## config.mk

```make
export PLATFORM = sky130hd
export DESIGN_NAME = seg_scan_ctrl
export DESIGN_NICKNAME = d
export VERILOG_FILES = /design/src/rtl/seg_scan_ctrl_pkg.sv /design/src/rtl/seg_digit_file.sv /design/src/rtl/seg_scan_ctrl.sv
export SDC_FILE = /design/constraint.sdc
export NUM_CORES = 1
export LEC_CHECK = 0
export CORE_ASPECT_RATIO = 1.25
export CORE_MARGIN = 5
export CORE_UTILIZATION = 40
export CTS_BUF_LIST = sky130_fd_sc_hd__clkbuf_8
export DETAILED_ROUTE_END_ITERATION = 7
export PLACE_DENSITY_LB_ADDON = 0.15
export SLEW_MARGIN = 25
export SYNTH_ARGS = -nofsm -noshare
export SYNTH_HDL_FRONTEND = slang
export SYNTH_SLANG_ARGS = --single-unit
```

## constraint.sdc

```tcl
create_clock -name clk -period 3.6 [get_ports clk]
set_clock_uncertainty 0.1 [all_clocks]
set_input_delay 0.72 -clock clk [delete_from_list [all_inputs] [get_ports clk]]
set_output_delay 0.72 -clock clk [all_outputs]
set_load 0.01 [all_outputs]
```

## src/rtl/seg_scan_ctrl_pkg.sv

```systemverilog
// Shared definitions for the 7-segment scan controller.
//   scan_state_e : BLANK / DRIVE scan phases
//   digit_t      : one register-file entry {dp, hex}
//   seg_drv()    : hex nibble -> {g,f,e,d,c,b,a}, active-high
//   SEG_OFF      : all segments dark (active-low bus)
package seg_scan_ctrl_pkg;

  localparam logic [7:0] SEG_OFF = 8'hFF;

  typedef enum logic {
    ST_BLANK = 1'b0,
    ST_DRIVE = 1'b1
  } scan_state_e;

  typedef struct packed {
    logic       dp;
    logic [3:0] hex;
  } digit_t;

  // Standard hex font, segment a in bit 0.
  function automatic logic [6:0] seg_drv(input logic [3:0] hex);
    logic [6:0] s;
    case (hex)
      4'h0:    s = 7'h3F;
      4'h1:    s = 7'h06;
      4'h2:    s = 7'h5B;
      4'h3:    s = 7'h4F;
      4'h4:    s = 7'h66;
      4'h5:    s = 7'h6D;
      4'h6:    s = 7'h7D;
      4'h7:    s = 7'h07;
      4'h8:    s = 7'h7F;
      4'h9:    s = 7'h6F;
      4'hA:    s = 7'h77;
      4'hB:    s = 7'h7C;
      4'hC:    s = 7'h39;
      4'hD:    s = 7'h5E;
      4'hE:    s = 7'h79;
      default: s = 7'h71;
    endcase
    return s;
  endfunction

endpackage

```

## src/rtl/seg_digit_file.sv

```systemverilog
// NUM_SEG x {dp,hex} digit register file.
//   clk, rst            : clock, synchronous active-high reset (file cleared)
//   sh_en, sh_data      : shift-in commit (digit i -> i+1, new hex into digit 0, dp cleared)
//   wr_en, wr_idx,      : write commit, applied after any same-cycle shift;
//   wr_digit              indices >= NUM_SEG are ignored
//   rd_idx, rd_digit_c  : combinational read of the post-commit contents
module seg_digit_file
  import seg_scan_ctrl_pkg::*;
#(
  parameter int unsigned NUM_SEG = 6,
  parameter int unsigned IDXW    = $clog2(NUM_SEG)
) (
  input  logic            clk,
  input  logic            rst,
  input  logic            sh_en,
  input  logic [3:0]      sh_data,
  input  logic            wr_en,
  input  logic [IDXW-1:0] wr_idx,
  input  digit_t          wr_digit,
  input  logic [IDXW-1:0] rd_idx,
  output digit_t          rd_digit_c
);

  digit_t file_q [NUM_SEG];
  digit_t file_d [NUM_SEG];

  // Shift first, then write into the shifted image.
  always_comb begin
    file_d = file_q;
    if (sh_en) begin
      for (int unsigned i = 1; i < NUM_SEG; i++) file_d[i] = file_q[i-1];
      file_d[0] = '{dp: 1'b0, hex: sh_data};
    end
    for (int unsigned i = 0; i < NUM_SEG; i++) begin
      if (wr_en && (wr_idx == IDXW'(i))) file_d[i] = wr_digit;
    end
  end

  // Read the next-state image so a commit on the BLANK->DRIVE edge is shown at once.
  always_comb begin
    rd_digit_c = '0;
    for (int unsigned i = 0; i < NUM_SEG; i++) begin
      if (rd_idx == IDXW'(i)) rd_digit_c = file_d[i];
    end
  end

  always_ff @(posedge clk) begin
    if (rst) file_q <= '{default: '0};
    else     file_q <= file_d;
  end

endmodule

```

## src/rtl/seg_scan_ctrl.sv

```systemverilog
// Time-multiplexed scan controller for a common-anode 7-segment bank.
//   clk, rst             : clock, synchronous active-high reset
//   en                   : 1 = scan, 0 = force blank and freeze scan position
//   wr_valid/ready/idx/  : digit write over valid/ready, held in a 1-entry slot
//   data/dp                and committed during a blank slot
//   sh_valid/ready/data  : shift-in request, same slot scheme, independent
//   seg_n                : {dp,g,f,e,d,c,b,a}, active-low
//   dig_n                : digit enables, active-low, one-cold while driving
//   frame_tick           : 1-cycle pulse when the scan wraps to digit 0
// IDXW may be widened beyond $clog2(NUM_SEG); out-of-range writes are dropped.
module seg_scan_ctrl
  import seg_scan_ctrl_pkg::*;
#(
  parameter int unsigned NUM_SEG   = 6,
  parameter int unsigned DWELL_CYC = 1000,
  parameter int unsigned BLANK_CYC = 16,
  parameter int unsigned IDXW      = $clog2(NUM_SEG)
) (
  input  logic               clk,
  input  logic               rst,
  input  logic               en,
  input  logic               wr_valid,
  output logic               wr_ready,
  input  logic [IDXW-1:0]    wr_idx,
  input  logic [3:0]         wr_data,
  input  logic               wr_dp,
  input  logic               sh_valid,
  output logic               sh_ready,
  input  logic [3:0]         sh_data,
  output logic [7:0]         seg_n,
  output logic [NUM_SEG-1:0] dig_n,
  output logic               frame_tick
);

  localparam int unsigned     CNT_MAX    = (DWELL_CYC > BLANK_CYC) ? DWELL_CYC : BLANK_CYC;
  localparam int unsigned     CNTW       = $clog2(CNT_MAX + 1);
  localparam logic [CNTW-1:0] BLANK_LAST = CNTW'(BLANK_CYC - 1);
  localparam logic [CNTW-1:0] DWELL_LAST = CNTW'(DWELL_CYC - 1);
  localparam logic [IDXW-1:0] PTR_LAST   = IDXW'(NUM_SEG - 1);

  scan_state_e          state_q, state_d;
  logic [CNTW-1:0]      cnt_q, cnt_d;
  logic [IDXW-1:0]      ptr_q, ptr_d;
  logic                 paused_q, paused_d;
  logic                 tick_d;
  logic [7:0]           seg_d;
  logic [NUM_SEG-1:0]   dig_d;
  digit_t               rd_digit_c;

  logic [IDXW-1:0]      wr_idx_q;
  digit_t               wr_digit_q;
  logic [3:0]           sh_data_q;
  logic                 wr_commit_c, sh_commit_c;

  // Slots drain only while every digit is dark.
  assign wr_commit_c = !wr_ready && (state_q == ST_BLANK);
  assign sh_commit_c = !sh_ready && (state_q == ST_BLANK);

  seg_digit_file #(
    .NUM_SEG (NUM_SEG),
    .IDXW    (IDXW)
  ) u_file (
    .clk        (clk),
    .rst        (rst),
    .sh_en      (sh_commit_c),
    .sh_data    (sh_data_q),
    .wr_en      (wr_commit_c),
    .wr_idx     (wr_idx_q),
    .wr_digit   (wr_digit_q),
    .rd_idx     (ptr_d),
    .rd_digit_c (rd_digit_c)
  );

  // Scan FSM next state and next registered outputs.
  always_comb begin
    state_d  = state_q;
    cnt_d    = cnt_q;
    ptr_d    = ptr_q;
    paused_d = paused_q;
    tick_d   = 1'b0;
    seg_d    = SEG_OFF;
    dig_d    = '1;

    if (!en) begin
      // Park in BLANK; cnt/ptr held, restart handled on re-enable.
      state_d  = ST_BLANK;
      paused_d = 1'b1;
    end else if (paused_q) begin
      state_d  = ST_BLANK;
      cnt_d    = '0;
      paused_d = 1'b0;
    end else begin
      case (state_q)
        ST_BLANK: begin
          if (cnt_q == BLANK_LAST) begin
            state_d = ST_DRIVE;
            cnt_d   = '0;
          end else begin
            cnt_d = cnt_q + CNTW'(1);
          end
        end
        ST_DRIVE: begin
          if (cnt_q == DWELL_LAST) begin
            state_d = ST_BLANK;
            cnt_d   = '0;
            ptr_d   = (ptr_q == PTR_LAST) ? '0 : ptr_q + IDXW'(1);
            tick_d  = (ptr_q == PTR_LAST);
          end else begin
            cnt_d = cnt_q + CNTW'(1);
          end
        end
        default: state_d = ST_BLANK;
      endcase
    end

    if (state_d == ST_DRIVE) begin
      dig_d = ~(NUM_SEG'(1) << ptr_d);
      seg_d = {~rd_digit_c.dp, ~seg_drv(rd_digit_c.hex)};
    end
  end

  // Scan state and output registers.
  always_ff @(posedge clk) begin
    if (rst) begin
      state_q    <= ST_BLANK;
      cnt_q      <= '0;
      ptr_q      <= '0;
      paused_q   <= 1'b0;
      seg_n      <= SEG_OFF;
      dig_n      <= '1;
      frame_tick <= 1'b0;
    end else begin
      state_q    <= state_d;
      cnt_q      <= cnt_d;
      ptr_q      <= ptr_d;
      paused_q   <= paused_d;
      seg_n      <= seg_d;
      dig_n      <= dig_d;
      frame_tick <= tick_d;
    end
  end

  // Write and shift holding slots; ready is the slot-empty flag.
  always_ff @(posedge clk) begin
    if (rst) begin
      wr_ready   <= 1'b1;
      sh_ready   <= 1'b1;
      wr_idx_q   <= '0;
      wr_digit_q <= '0;
      sh_data_q  <= '0;
    end else begin
      if (wr_valid && wr_ready) begin
        wr_ready   <= 1'b0;
        wr_idx_q   <= wr_idx;
        wr_digit_q <= '{dp: wr_dp, hex: wr_data};
      end else if (wr_commit_c) begin
        wr_ready <= 1'b1;
      end
      if (sh_valid && sh_ready) begin
        sh_ready  <= 1'b0;
        sh_data_q <= sh_data;
      end else if (sh_commit_c) begin
        sh_ready <= 1'b1;
      end
    end
  end

endmodule
```

==> impl_metrics.yaml, run 1 <==
setup_path:
  worstPathArrival_ns: 3.49
  r2r_cells: 9
  cp.required_ns: 3.72
  crit_type: "in2reg"
  crit_chain: "clkdlybuf4s50_1 -> nand2b_1 -> or4_4 -> buf_4 -> a311oi_1 -> o21ai_0 -> and4_2 -> or2_2 -> buf_4 -> mux2i_1 -> o221ai_1"
  worstPathMaxFanout: 10
  cpLargestDelayFamily: "simple AND/OR/NAND/NOR gates"
  slowest_stage: "or4_4"
  setup.worst_path.end_class: "register"
  r2r_end: "seg_n[5]$_SDFF_PP1_"
  r2r-start: "wr_idx_q[0]$_SDFFE_PP0P_"
  cpMostUsedCell: "buf_4"
  start_kind: "input pin"
  slowest_delay_ns: 0.58
  startpoint: "en"
  r2r_setup_slack_ns: 0.26
  worstPathBufferInverterCount: 3
floorplanning:
  num_io_pins: 34
  die_h_um: 122
  start_util_pct: 40.4
  core_area_um2: 10000
  die-area_um2: 12200
  die_w_um: 99.9
  row_count: 41
synthesis:
  synth_area_um2: 4040
  syn_area_per_cell_um2: 8.23
  netlist_instances: 491
  dominantRegCellSynth: "dfxtp_1"
  synth_seq_cells: 74
  ys_types: 66
  synth-seq-area-share_pct: 36.7
  ys_warn_count: 0
  synth-edff-count: 0
  synth-async-reset-ratio_pct: 0
  synth_fp_nets: 515
route:
  drcViolationCount: 0
  drtAntennaViolNets: 0
  drtIter0Drc: 276
  vias_per_cell: 5.73
  routed_wl_um: 11700
  via_count: 3923
  wl_per_cell_um: 17.1
  dr.pass1.iters: 5
clock_network:
  holdBufCountCts: 0
  cts_sinks: 74
  h-tree-depth: 3
  clk_pin_slew_ns: 0.08
  cts_buffers: 9
  cts-root-buf: "clkbuf_8"
  cts_post_setup_buffers_inserted: 0
  clockBufferDepth: 2
  clock_latency_ns: 0.36
  cts_tree: "done"
  cts_resized: 0
global_route:
  grt.overflow.total: 0
  grt_use_total_pct: 19.7
  grt_pass1_vias: 3757
  grt_max_degree: 51
  antenna_found_initial: 0
  grt_pass1_wl_um: 18900
layout:
  final_cell_mix: "dfxtp_1 (74), nor2_1 (49), o21ai_0 (48)"
  nFillCells: 1003
  final_common_cell: "dfxtp_1"
  utilization_pct: 49.3
  drive_gt1_share_pct: 17.1
  final_nets: 575
  syn_to_final_growth_pct: 22.1
  diodes: 0
  fin_cells: 685
timing:
  rsz0062_at_grt: "false"
  final-setup-viol-count: 0
  relSlewSlack_pct: 48.5
  hold_ws_ns: 0.370
  setup_slack_ns: 0.235
  hold_viol: 0
  tightest_slew_ns: 0.767
  fmaxAchievable_mhz: 297
  period_minus_slack_ns: 3.37
  min_period_over_period_pct: 93.5
  slew_viol_final: 0
status:
  outcome: "finished, final reports clean"
hold_path:
  min_delay_path_depth: 2
  hp-start: "sh_data_q[0]$_SDFFE_PP0P_"
  hold_class: "reg2reg"
  worstHoldEndpoint: "sh_data_q[0]$_SDFFE_PP0P_"
flow_run:
  drv_cap: 0
placement:
  dp.cells: 669
  numPortBuffers: 33
  gp_congestion: 0.909
  dp_slack_ns: -0.125
  hpwl_um: 8700
power:
  p_per_area_nw_per_um2: 362
  leakagePower_nw: 1.93
  ir_drop_mv: 0.199
registers in the layout, summed over array words and instances (netlist names):
name and cells:
cnt_q 10, wr_ready 1, paused_q 1, u_file.file_q 30, ptr_q 3, wr_idx_q 3, frame_tick 1, sh_data_q 4
sh_ready 1, wr_digit_q 5, dig_n 6, state_q 1, seg_n 8
synthesized netlist by cell type (5+ instances only):
| cell type | number | area [um^2] |
|---|---|---|
| a211oi_1 | 7 | 52.6 |
| a21oi_1 | 22 | 110 |
| o211ai_1 | 6 | 45.0 |
| mux2_2 | 15 | 169 |
| nor2_1 | 50 | 188 |
| nor4_1 | 5 | 31.3 |
| o21ai_0 | 49 | 245 |
| a221oi_1 | 5 | 43.8 |
| ha_1 | 7 | 87.6 |
| nand3_1 | 26 | 130 |
| o21a_1 | 8 | 60.1 |
| inv_1 | 11 | 41.3 |
| nor3_1 | 23 | 115 |
| mux2i_1 | 15 | 150 |
| nor2b_1 | 5 | 31.3 |
| dfxtp_1 | 74 | 1480 |
| nand2_1 | 46 | 173 |
| clkbuf_1 | 16 | 60.1 |
| nand2b_1 | 7 | 43.8 |
| and3_1 | 5 | 31.3 |
report_power, final:
group          internal (mW)  total [mW]  switching, mW
registers              0.835       0.855         0.0198
logic                 0.0848       0.185          0.100
clock network          0.426       0.746          0.320
total                   1.35        1.79          0.440
per-stage QoR:
| step | setup TNS [ns] | cell area (um^2) | power, mW |
|---|---|---|---|
| 3_5_place_dp | -0.444 | 4710 | 1.06 |
| 3_3_place_gp | -0.273 | 4710 | 1.06 |
| 6_report | 0 | 4930 | 1.79 |
| 2_1_floorplan | 0 | 4040 | 0.979 |
| 5_1_grt | 0 | 4930 | 1.87 |
| 4_1_cts | 0 | 4930 | 1.81 |
cells by family after synthesis:
group,count (synthesis),share of synthesized area (%)
and+or+nand+nor,196,24.5
xor gates and xnor gates,4,0.867
adders and majority gates,7,2.17
muxes,30,7.90
AOI/OAI and AO/OA,140,22.8
buffers and inverters,40,5.05
DFF,74,36.7
final cells by class:
type / instances / area [um^2] / share of cell area [%]
clock inverter: 5 / 77.6 / 1.57
sequential: 74 / 1480 / 30.0
inverter: 12 / 45.0 / 0.913
multi-input combinational: 377 / 2360 / 47.8
timing repair buffer: 77 / 661 / 13.4
tap: 129 / 161 / 3.27
clock buffer: 11 / 151 / 3.07
how the worst max path moves through the flow:
stage | end | depth (start not counted)
2_1_floorplan | seg_n[0]$_SDFF_PP1_ | 12
4_1_cts | seg_n[6]$_SDFF_PP1_ | 11
5_1_grt | seg_n[5]$_SDFF_PP1_ | 10
6_report | seg_n[6]$_SDFF_PP1_ | 11
3_3_place_gp | seg_n[6]$_SDFF_PP1_ | 11
3_5_place_dp | seg_n[6]$_SDFF_PP1_ | 11
per-layer routing:
metal	share of wire, %	wire (um)	GRT usage, %	vias up
met2	47	5560	30.6	129
met4	4.4	520	10.9	0
met5	0	0	0	-
met1	43	5060	25.3	1835
li1	-	-	-	1921
met3	5.1	596	4.49	38
worst reg2reg max path, stage by stage, from the launching register on:
cell      delay [ns]
dfxtp_1         0.56
nor3b_1         0.51
nand2_1         0.34
mux2i_1         0.26
a211o_2         0.36
a31oi_1         0.36
buf_4           0.20
nand2_1         0.10
or2_1           0.29
o221ai_1        0.18
Power figures use the tool's default switching activity.
==> run 2: changes to the inputs <==
- SKIP_CTS_REPAIR_TIMING: default -> 1
==> results of run 2 <==
No change in the layout: final DEF, timing and power equal those of run 1.
